[src/rtl/calc_ui_pkg.sv]
// ============================================================================
//  Module      : calc_ui_pkg
//  Description : Shared UI state codes, operator codes and numpad key constants
//                for the calculator input front end.
//  Revision    : 1.0 - initial release
// ============================================================================
`default_nettype none

package calc_ui_pkg;

    typedef enum logic [2:0] {
        S_CHOOSE_OP   = 3'd0,
        S_INPUT_NUM1  = 3'd1,
        S_INPUT_NUM2  = 3'd2,
        S_SHOW_RESULT = 3'd3
    } ui_state_t;

    localparam logic [1:0] OP_ADD = 2'b00;
    localparam logic [1:0] OP_SUB = 2'b01;
    localparam logic [1:0] OP_MUL = 2'b10;
    localparam logic [1:0] OP_DIV = 2'b11;

    localparam logic [3:0] KEY_BKSP  = 4'd9;
    localparam logic [3:0] KEY_ZERO  = 4'd10;
    localparam logic [3:0] KEY_ENTER = 4'd11;

    // Keys 0..8 are digits 1..9; KEY_ZERO is digit 0.
    function automatic logic [3:0] key_to_digit(input logic [3:0] key);
        if (key < 4'd9)
            return key + 4'd1;
        return 4'd0;
    endfunction

endpackage

`default_nettype wire

[src/rtl/button_debouncer.sv]
// ============================================================================
//  Module      : button_debouncer
//  Description : 2-flop synchronizer, stability counter and rising-edge
//                detector producing a one-cycle press pulse per button press.
//  Revision    : 1.0 - initial release
// ============================================================================
`default_nettype none

module button_debouncer #(
    parameter int DEBOUNCE_CYCLES = 1_000_000
) (
    input  logic clk,
    input  logic rst_n,
    input  logic btn_raw,
    output logic press
);

    localparam int c_CNT_W = (DEBOUNCE_CYCLES > 1) ? $clog2(DEBOUNCE_CYCLES) : 1;
    localparam logic [c_CNT_W-1:0] c_CNT_LAST = c_CNT_W'(DEBOUNCE_CYCLES - 1);

    logic               r_sync1;
    logic               r_sync2;
    logic               r_stable;
    logic               r_stable_q;
    logic               r_press;
    logic [c_CNT_W-1:0] r_cnt;

    always_ff @(posedge clk) begin
        if (!rst_n) begin
            r_sync1    <= 1'b0;
            r_sync2    <= 1'b0;
            r_stable   <= 1'b0;
            r_stable_q <= 1'b0;
            r_press    <= 1'b0;
            r_cnt      <= '0;
        end else begin
            r_sync1    <= btn_raw;
            r_sync2    <= r_sync1;
            r_stable_q <= r_stable;
            r_press    <= r_stable & ~r_stable_q;
            // The new level must be seen DEBOUNCE_CYCLES times in a row.
            if (r_sync2 != r_stable) begin
                if (r_cnt == c_CNT_LAST) begin
                    r_stable <= r_sync2;
                    r_cnt    <= '0;
                end else begin
                    r_cnt <= r_cnt + 1'b1;
                end
            end else begin
                r_cnt <= '0;
            end
        end
    end

    assign press = r_press;

endmodule

`default_nettype wire

[src/rtl/calc_input_controller.sv]
// ============================================================================
//  Module      : calc_input_controller
//  Description : Calculator UI front end: button navigation FSM, BCD operand
//                entry and serial BCD-to-binary conversion. Define
//                CALC_WRAP_NAV_EN to make cursor navigation wrap around.
//  Revision    : 1.0 - initial release
// ============================================================================
`default_nettype none

module calc_input_controller
    import calc_ui_pkg::*;
#(
    parameter int DEBOUNCE_CYCLES = 1_000_000,
    parameter int MAX_DIGITS      = 4,
    parameter int OPERAND_W       = 14
) (
    input  logic                    clk,
    input  logic                    rst_n,
    input  logic                    btn_u,
    input  logic                    btn_d,
    input  logic                    btn_l,
    input  logic                    btn_r,
    input  logic                    btn_c,
    output logic [2:0]              state,
    output logic [1:0]              op_selection,
    output logic [3:0]              numpad_selection,
    output logic [4*MAX_DIGITS-1:0] entry_bcd,
    output logic [2:0]              entry_len,
    output logic [OPERAND_W-1:0]    operand_a,
    output logic [OPERAND_W-1:0]    operand_b,
    output logic                    calc_start
);

    localparam int c_ENTRY_W = 4 * MAX_DIGITS;
    localparam int c_IDX_W   = (MAX_DIGITS > 1) ? $clog2(MAX_DIGITS) : 1;
    localparam logic [2:0]         c_MAX_LEN  = 3'(MAX_DIGITS);
    localparam logic [c_IDX_W-1:0] c_LAST_IDX = c_IDX_W'(MAX_DIGITS - 1);

    logic [4:0] w_btn_raw;
    logic [4:0] w_press;

    // Bit order doubles as priority order: C, U, D, L, R.
    assign w_btn_raw = {btn_r, btn_l, btn_d, btn_u, btn_c};

    for (genvar i = 0; i < 5; i++) begin : g_btn
        button_debouncer #(
            .DEBOUNCE_CYCLES(DEBOUNCE_CYCLES)
        ) u_debouncer (
            .clk    (clk),
            .rst_n  (rst_n),
            .btn_raw(w_btn_raw[i]),
            .press  (w_press[i])
        );
    end

    logic w_act_c, w_act_u, w_act_d, w_act_l, w_act_r;
    assign w_act_c = w_press[0];
    assign w_act_u = w_press[1] & ~w_press[0];
    assign w_act_d = w_press[2] & ~|w_press[1:0];
    assign w_act_l = w_press[3] & ~|w_press[2:0];
    assign w_act_r = w_press[4] & ~|w_press[3:0];

    ui_state_t              r_state;
    logic [1:0]             r_op;
    logic [3:0]             r_numpad;
    logic [c_ENTRY_W-1:0]   r_entry_bcd;
    logic [2:0]             r_entry_len;
    logic [OPERAND_W-1:0]   r_operand_a;
    logic [OPERAND_W-1:0]   r_operand_b;
    logic                   r_calc_start;
    logic                   r_converting;
    logic [c_IDX_W-1:0]     r_conv_idx;
    logic [OPERAND_W-1:0]   r_acc;

    logic [c_ENTRY_W-1:0]   w_nib_shift;
    logic [3:0]             w_nibble;
    logic [OPERAND_W-1:0]   w_acc_next;

    // Most significant nibble first: acc = acc*10 + nibble.
    assign w_nib_shift = r_entry_bcd >> {r_conv_idx, 2'b00};
    assign w_nibble    = w_nib_shift[3:0];
    assign w_acc_next  = (r_acc << 3) + (r_acc << 1) + OPERAND_W'(w_nibble);

    logic [3:0] w_col;
    logic [3:0] w_sel_up, w_sel_dn, w_sel_lf, w_sel_rt;

    always_comb begin
        w_col    = r_numpad % 4'd3;
        w_sel_up = r_numpad;
        w_sel_dn = r_numpad;
        w_sel_lf = r_numpad;
        w_sel_rt = r_numpad;
        if (r_numpad >= 4'd3) w_sel_up = r_numpad - 4'd3;
        if (r_numpad <= 4'd8) w_sel_dn = r_numpad + 4'd3;
        if (w_col != 4'd0)    w_sel_lf = r_numpad - 4'd1;
        if (w_col != 4'd2)    w_sel_rt = r_numpad + 4'd1;
`ifdef CALC_WRAP_NAV_EN
        if (r_numpad < 4'd3)  w_sel_up = r_numpad + 4'd9;
        if (r_numpad > 4'd8)  w_sel_dn = r_numpad - 4'd9;
        if (w_col == 4'd0)    w_sel_lf = r_numpad + 4'd2;
        if (w_col == 4'd2)    w_sel_rt = r_numpad - 4'd2;
`endif
    end

    always_ff @(posedge clk) begin
        if (!rst_n) begin
            r_state      <= S_CHOOSE_OP;
            r_op         <= OP_ADD;
            r_numpad     <= 4'd0;
            r_entry_bcd  <= '0;
            r_entry_len  <= 3'd0;
            r_operand_a  <= '0;
            r_operand_b  <= '0;
            r_calc_start <= 1'b0;
            r_converting <= 1'b0;
            r_conv_idx   <= '0;
            r_acc        <= '0;
        end else begin
            r_calc_start <= 1'b0;
            if (r_converting) begin
                // Button pulses are deliberately ignored while converting.
                if (r_conv_idx == '0) begin
                    r_converting <= 1'b0;
                    if (r_state == S_INPUT_NUM1) begin
                        r_operand_a <= w_acc_next;
                        r_state     <= S_INPUT_NUM2;
                        r_entry_bcd <= '0;
                        r_entry_len <= 3'd0;
                        r_numpad    <= 4'd0;
                    end else begin
                        r_operand_b  <= w_acc_next;
                        r_calc_start <= 1'b1;
                        r_state      <= S_SHOW_RESULT;
                    end
                end else begin
                    r_acc      <= w_acc_next;
                    r_conv_idx <= r_conv_idx - 1'b1;
                end
            end else begin
                case (r_state)
                    S_CHOOSE_OP: begin
                        if (w_act_c) begin
                            r_state     <= S_INPUT_NUM1;
                            r_numpad    <= 4'd0;
                            r_entry_bcd <= '0;
                            r_entry_len <= 3'd0;
`ifdef CALC_WRAP_NAV_EN
                        end else if (w_act_u || w_act_d) begin
                            r_op[1] <= ~r_op[1];
                        end else if (w_act_l || w_act_r) begin
                            r_op[0] <= ~r_op[0];
                        end
`else
                        end else if (w_act_u) begin
                            r_op[1] <= 1'b0;
                        end else if (w_act_d) begin
                            r_op[1] <= 1'b1;
                        end else if (w_act_l) begin
                            r_op[0] <= 1'b0;
                        end else if (w_act_r) begin
                            r_op[0] <= 1'b1;
                        end
`endif
                    end
                    S_INPUT_NUM1, S_INPUT_NUM2: begin
                        if (w_act_c) begin
                            if (r_numpad == KEY_ENTER) begin
                                r_converting <= 1'b1;
                                r_acc        <= '0;
                                r_conv_idx   <= c_LAST_IDX;
                            end else if (r_numpad == KEY_BKSP) begin
                                if (r_entry_len != 3'd0) begin
                                    r_entry_bcd <= r_entry_bcd >> 4;
                                    r_entry_len <= r_entry_len - 3'd1;
                                end
                            end else if (r_entry_len < c_MAX_LEN) begin
                                r_entry_bcd <= (r_entry_bcd << 4)
                                             | c_ENTRY_W'(key_to_digit(r_numpad));
                                r_entry_len <= r_entry_len + 3'd1;
                            end
                        end else if (w_act_u) begin
                            r_numpad <= w_sel_up;
                        end else if (w_act_d) begin
                            r_numpad <= w_sel_dn;
                        end else if (w_act_l) begin
                            r_numpad <= w_sel_lf;
                        end else if (w_act_r) begin
                            r_numpad <= w_sel_rt;
                        end
                    end
                    S_SHOW_RESULT: begin
                        if (w_act_c) r_state <= S_CHOOSE_OP;
                    end
                    default: r_state <= S_CHOOSE_OP;
                endcase
            end
        end
    end

    assign state            = r_state;
    assign op_selection     = r_op;
    assign numpad_selection = r_numpad;
    assign entry_bcd        = r_entry_bcd;
    assign entry_len        = r_entry_len;
    assign operand_a        = r_operand_a;
    assign operand_b        = r_operand_b;
    assign calc_start       = r_calc_start;

endmodule

`default_nettype wire
[config.mk]
export PLATFORM = sky130hd
export DESIGN_NAME = calc_input_controller
export DESIGN_NICKNAME = d
export VERILOG_FILES = /design/src/rtl/calc_ui_pkg.sv /design/src/rtl/button_debouncer.sv /design/src/rtl/calc_input_controller.sv
export SDC_FILE = /design/constraint.sdc
export NUM_CORES = 1
export LEC_CHECK = 0
export BUFFER_PORTS_ARGS = -buffer_cell sky130_fd_sc_hd__buf_2
export CORE_AREA = 2 2 126 152
export CTS_BUF_LIST = sky130_fd_sc_hd__clkbuf_8
export DETAILED_ROUTE_END_ITERATION = 8
export DIE_AREA = 0 0 128 154
export HOLD_SLACK_MARGIN = 0.05
export PLACE_DENSITY_LB_ADDON = 0.12
export SLEW_MARGIN = 10
export SYNTH_ARGS = -nofsm -noshare
export SYNTH_HDL_FRONTEND = slang
export SYNTH_SLANG_ARGS = --single-unit
[constraint.sdc]
create_clock -name clk -period 3.6 [get_ports clk]
set_input_delay 0.36 -clock clk [delete_from_list [all_inputs] [get_ports clk]]
set_output_delay 0.36 -clock clk [all_outputs]
set_load 0.02 [all_outputs]
# --- After elaboration in Yosys (flattened, before gate mapping) ---
# Cells that the tools add are included.
word_totals:
  reg_bits: 198
  latchBits: 0
  ram_bits: 0
  romBits: 0
  elab_cells: 232
  n_memories: 0
classes:
  add_sub_neg: 14
  mul: 0
  n_div: 1
  n_lt_le_gt_ge: 4
  n_eq_ne: 32
  shift: 1
  n_mux: 76
  n_bitwise: 26
  reduce_logical: 36
ops:
  columns: ["cell", "count"]
  rows:
  - ["$mux W16", 9]
  - ["$add A20 B1 Y20 const B", 5]
  - ["$eq A20 B20 Y1 const B", 5]
  - ["$mux W4", 22]
  - ["$mux W13", 5]
  - ["$mux W3", 12]
  - ["$pmux W16 S2", 1]
  - ["$mux W1", 19]
  - ["$ne A6 B6 Y1 const B", 3]
  - ["$reduce_or A3 Y1", 6]
  - ["$not A1 Y1", 16]
  - ["$or A16 B4 Y16", 1]
  - ["$shr A16 B4 Y4", 1]
  - ["$add A14 B14 Y14", 1]
  - ["$add A14 B4 Y14", 1]
  - ["$ne A4 B4 Y1 const B", 3]
  - ["$reduce_and A4 Y1", 3]
  - ["$mux W2", 5]
  - ["$reduce_and A10 Y1", 1]
  - ["$reduce_and A2 Y1", 5]
  - ["$reduce_bool A2 Y1", 5]
  - ["$and A1 B1 Y1", 9]
  - ["$ne A3 B2 Y1 const B", 3]
  - ["$pmux W3 S3", 1]
  - ["other kinds (33)", 48]

# --- Logic depth before layout (Yosys ltp) ---
logic_depth:
  depth_word: 24
  ltp_mapped: 14
  ltp_nobuf: 14

# --- By module ---
# A second synthesis with hierarchy kept.
unflattened:
  cells_unflattened: 1132
  hier_area_um2: 9922.0
by_module_without_submodules:
  columns: ["module", "instances", "cells_each", "area_per_inst_um2", "seq_area_each_um2"]
  rows:
  - ["button_debouncer", 5, 115, 1096.1, 500.5]
  - ["calc_input_controller", 1, 557, 4441.8, 1441.4]

# --- Worst setup path after synthesis ---
# No wires, ideal clock.
synth_path:
  kind: "register -> register"
  startpoint: "register r_conv_idx[0]"
  endpoint: "register r_operand_b[12] (netlist: operand_b[12])"
  arrival_ns: 3.159
  t_required_ns: 3.473
  slack_ns: 0.314
  path_stages_with_launch: 12
  period_less_slack_ns: 3.286
  cell_sequence: "dfxtp_1 -> mux4_2 -> fa_1 -> inv_1 -> fa_1 -> nor2b_1 -> o21ai_0 -> a21boi_1 -> o21bai_1 -> a21oi_1 -> nor2_1 -> or3_1"
synth_via:
  elab_chain_cells: 2
  word_cells_on_any_way: 4
  cone_classes: "add/sub: 1; shift: 1; reduce/logical: 2"
synth_rtl:
  columns: ["item", "line", "rtl"]
  rows:
  - ["start: declaration", "calc_input_controller.sv:72", "logic [c_IDX_W-1:0] r_conv_idx;"]
  - ["start signal: assignment", "calc_input_controller.sv:137", "r_conv_idx <= r_conv_idx - 1'b1;"]
  - ["start signal: assignment", "calc_input_controller.sv:170", "r_conv_idx <= c_LAST_IDX;"]
  - ["$shr A16 B4 Y4 / $logic_not A2 Y1 (equally long branches)", "calc_input_controller.sv:80, calc_input_controller.sv:122", null]
  - ["$add A14 B4 Y14 / $reduce_and A3 Y1 (equally long branches)", null, null]
  - ["end signal: assignment", "calc_input_controller.sv:131", "r_operand_b <= w_acc_next;"]
  - ["end: declaration", "calc_input_controller.sv:69", "logic [OPERAND_W-1:0] r_operand_b;"]
# Several ways; a longest one is shown, not always the timed one.
# A chain may end at the register's enable or synchronous reset.

# --- Worst setup path after layout ---
layout_path:
  startpoint: "register r_conv_idx[0]"
  endpoint: "register r_acc[11]"
layout_via:
  elab_chain_cells: 4
  word_cells_on_any_way: 7
  cone_classes: "add/sub: 1; eq/ne: 1; shift: 1; mux: 2; reduce/logical: 2"
layout_rtl:
  columns: ["item", "line", "rtl"]
  rows:
  - ["$shr A16 B4 Y4", "calc_input_controller.sv:80", "assign w_nib_shift = r_entry_bcd >> {r_conv_idx, 2'b00};"]
  - ["$add A14 B4 Y14", "calc_input_controller.sv:82", "assign w_acc_next = (r_acc << 3) + (r_acc << 1) + OPERAND_W'(w_nibble);"]
  - ["$mux W13", "calc_input_controller.sv:122", "if (r_conv_idx == '0) begin"]
  - ["$mux W13", "calc_input_controller.sv:120", "if (r_converting) begin"]
  - ["end signal: assignment", "calc_input_controller.sv:136", "r_acc <= w_acc_next;"]
  - ["end: declaration", "calc_input_controller.sv:73", "logic [OPERAND_W-1:0] r_acc;"]
# Several ways; a longest one is shown, not always the timed one. The select of a mux whose other input is x is not followed.

==> impl_results.md <==
- Status: finished, final reports clean
- Post-CTS Resized: 0
- Leak pwr: roughly 3.9 nW
- Number of flops mapped to enable cells by yosys: 0
- ANT cells: 0
- Chip height: about 150 µm
- H-tree depth: 4
- Clk buf depth: 2
- Clk root buf: clkbuf_8
- Fin. Hold Viols: 0
- Vias in the first global route: 7022
- Final min period: 3340 ps
- Fraction of the mapped netlist area in adder cells: 0.0585
- Top post-synthesis cells by area: dfxtp_1 (43%), nor2_1 (6.8%), xor2_1 (6.2%), ha_1 (5.2%), nand3_1 (4.2%)
- Critical path arrival: 3710 ps
- Post-synthesis cell count: 1058
- Vias: 7332
- Fin nets: 1156
- Slew @ Worst Pin: between 700 and 800 ps
- Comb power frac: 0.029
- P_sw: 888 µW
- Top cells by count, synth: dfxtp_1 (197), nor2_1 (166), nand2_1 (87)
- Hold_buf cts: 0
- Syn nets: approximately 1.1k
- Final Instance Area: approximately 10000 µm²
- Share of layout cells above drive strength 1: 0.108
- Wire length of the first global-routing pass: about 33 mm
- GR Overflow Total: 0
- Post-synth top area cell: dfxtp_1
- Setup Buffers After CTS: 0
- Sequential area share after synthesis: 0.431
- TritonRoute pass-1 iters: 5
- Drc violations: 0
- Synth Register Bits: around 200
- Initial antenna violation count: 0
- Setup TNS: 0 ps
- Placed instance area: 9670 µm²
- Slew margin rel.: 0.486
- Reg clk slew, reported paths: 100 ps
- Ys Warns: 0
- DRT Wirelength: between 15 and 20 mm
- Area of the multi-input gates: slightly below 5000 µm²
- PortBufs: 62
- Most common cell in the synthesized netlist: dfxtp_1
- Inserted Clock Buffers: 17
- Global Route Usage Sum: 0.202
- PwrDens: ~390 nW/µm²
- Post-Synth Simple-Gate Area: 0.250
- Mapped Area: ~9000 µm²
- Syn_area_per_cell: between 8 and 9 µm²
- Worst min path class: in2reg
- Synth Area in Compound Gates: 0.100
- DRT iter0 DRCs: 307
- Crit path required time: just under 4000 ps
- Setup-failing EPs final: 0
- Filler cell count: 1745
- Max-slew violations: 0
- VDD IR-drop max: 0.000235 V
- Critical Path End Type: flop
- Die area: a little under 20000 µm²
- Internal Power: ~3.1 mW
- Sw Ratio: 0.224
- Critical path class: reg2reg
- Global placer's final weighted congestion: approximately 0.85
- Max Cap Viol: 0
- Worst-path cell chain: mux4_2 -> fa_1 -> ha_1 -> a21o_1 -> a21oi_1 -> nor2b_1 -> o31ai_1 -> o2bb2ai_1 -> nor2_1 -> a311o_1
- Fin Clk Skew: approximately 11 ps
- IO Count: between 60 and 70
- Mux share of post-synthesis cell area: 0.0252
- RSZ-0062 raised after global routing: false
- Largest family of logic cells by synthesized area: simple AND/OR/NAND/NOR gates
- Dominant synthesized flop cell: dfxtp_1
- Clock power share: 0.417
- Post-DRT Antenna Nets: 0
- Seq pwr share: 0.554
- Layout area overhead: 10.8%
- Via density: approximately 5.5
- Slowest stage delay, CP: about 530 ps
- Initial Util: 0.505
- Worst skew pair latency: approximately 470 ps
- Crit Path Max Fanout: 6
- Asr flop ratio synth: 0
- CTS tree: done
- Library cells used by synthesis: 65
- Top cell type's share of synthesized area: 0.431
- XOR/XNOR Fraction of Synth Area: 0.101
- Core area: ~18000 µm²
- Register area: 3950 µm²
- DP Wirelength: 13.2 mm
- Wire per inst: between 10 and 15 µm
- Setup crit start kind: flop
- # rows: 54
- Die X: 128 µm
- CP max-delay cell: mux4_2
- Largest net degree at the start of global routing: 34
- TritonCTS Sinks: between 150 and 200
- Max Fclk: between 200 and 300 MHz
- Final Cycle Share: 0.928
[worst max-delay path: cells and delay by family (launching register included)]
kind,cells,cell delay (ps)
multiplexers,1,530
adder cells (fa/ha/maj),2,780
flip-flops,1,400
AO/OA/AOI/OAI,5,1350
AND/OR/NAND/NOR,2,190
[area by class of cell]
| cell class | instances | share of cell area |
|---|---|---|
| inverter | 31 | 0.0115 |
| tap | 224 | 0.0276 |
| timing repair buffer | 77 | 0.0417 |
| clock inverter | 14 | 0.0220 |
| clock buffer | 18 | 0.0244 |
| sequential | 197 | 0.389 |
| multi-input combinational | 784 | 0.484 |
[power by group through the flow]
stage	clock network, mW	logic, mW	registers [mW]
floorplan	0	0.0800	2.24
global placement	0	0.114	2.24
detailed placement	0	0.114	2.24
CTS	1.71	0.114	2.19
global route	1.78	0.126	2.20
finish	1.65	0.113	2.19
[cells in the final DEF, fill, tap and decap left out, types with 4 or more instances in the layout]
master and instances:
a21oi_1 45, nor3_1 26, nand3_1 77, buf_2 62, dfxtp_1 196, clkbuf_8 18, o21a_1 5, a21o_1 5
o21ai_0 25, mux4_2 4, bufinv_16 5, o21ai_1 4, inv_1 29, mux2i_1 14, a31oi_1 4, nand2_1 87
nor4_1 11, o211ai_1 5, and3_1 17, a22oi_1 6, or3_1 13, ha_1 38, nor2b_1 14, xor2_1 65
xnor2_1 41, a211oi_1 8, nand2b_1 4, and4_1 9, nor4b_1 5, buf_4 15, and2_1 16, nor2_1 166
nand4_1 17, nand3b_1 5, nand4b_1 4
[sequential cells by signal (all words and copies together) (netlist names), 2 cells and up]
register / cells
g_btn.u_debouncer.r_cnt: 100
entry_bcd: 16
operand_a: 14
operand_b: 14
r_acc: 13
g_btn.u_debouncer.press: 5
g_btn.u_debouncer.r_stable: 5
g_btn.u_debouncer.r_stable_q: 5
g_btn.u_debouncer.r_sync1: 5
g_btn.u_debouncer.r_sync2: 5
numpad_selection: 4
entry_len: 3
op_selection: 2
r_conv_idx: 2
state: 2
[stage by stage]
stage	util	hold WS [ps]	setup WS (ps)	instances	power, mW
2_1_floorplan	-	367	314	1058	2.32
5_1_grt	0.560	70.3	33.0	1345	4.10
3_5_place_dp	0.534	373	155	1313	2.36
4_1_cts	0.560	61.1	172	1345	4.01
6_report	0.560	89.0	261	1345	3.96
3_3_place_gp	0.534	370	223	1313	2.36
[final timing paths]
check                                                     start                            to  slack (ps)  cells after the start
worst max register to register                    r_conv_idx[0]                     r_acc[11]         260                     10
worst min-delay path                                      btn_d  g_btn[2].u_debouncer.r_sync1          90                      2
worst max-delay path                              r_conv_idx[0]                     r_acc[11]         260                     10
worst min register to register  g_btn[0].u_debouncer.r_stable_q    g_btn[0].u_debouncer.press         390                      1
[metal layers]
| metal | routed length, µm | share of wire | GRT usage | vias to the layer above |
|---|---|---|---|---|
| met1 | 8770 | 0.46 | 0.254 | 3455 |
| met2 | 9320 | 0.49 | 0.346 | 101 |
| met5 | 0 | 0 | 0 | - |
| met3 | 602 | 0.032 | 0.0386 | 17 |
| li1 | - | - | - | 3759 |
| met4 | 209 | 0.011 | 0.0722 | 0 |
[logic make-up (layout without fill, tap and decap cells)]
| family | count (synthesis) | count (layout) |
|---|---|---|
| multiplexers | 18 | 18 |
| XOR/XNOR | 106 | 106 |
| AND/OR/NAND/NOR | 477 | 477 |
| flip-flops | 197 | 197 |
| buffers and inverters | 77 | 140 |
| adder cells (fa/ha/maj) | 41 | 41 |
| AO/OA/AOI/OAI | 141 | 141 |
| other | 1 | 1 |
Power figures use the tool's default switching activity.
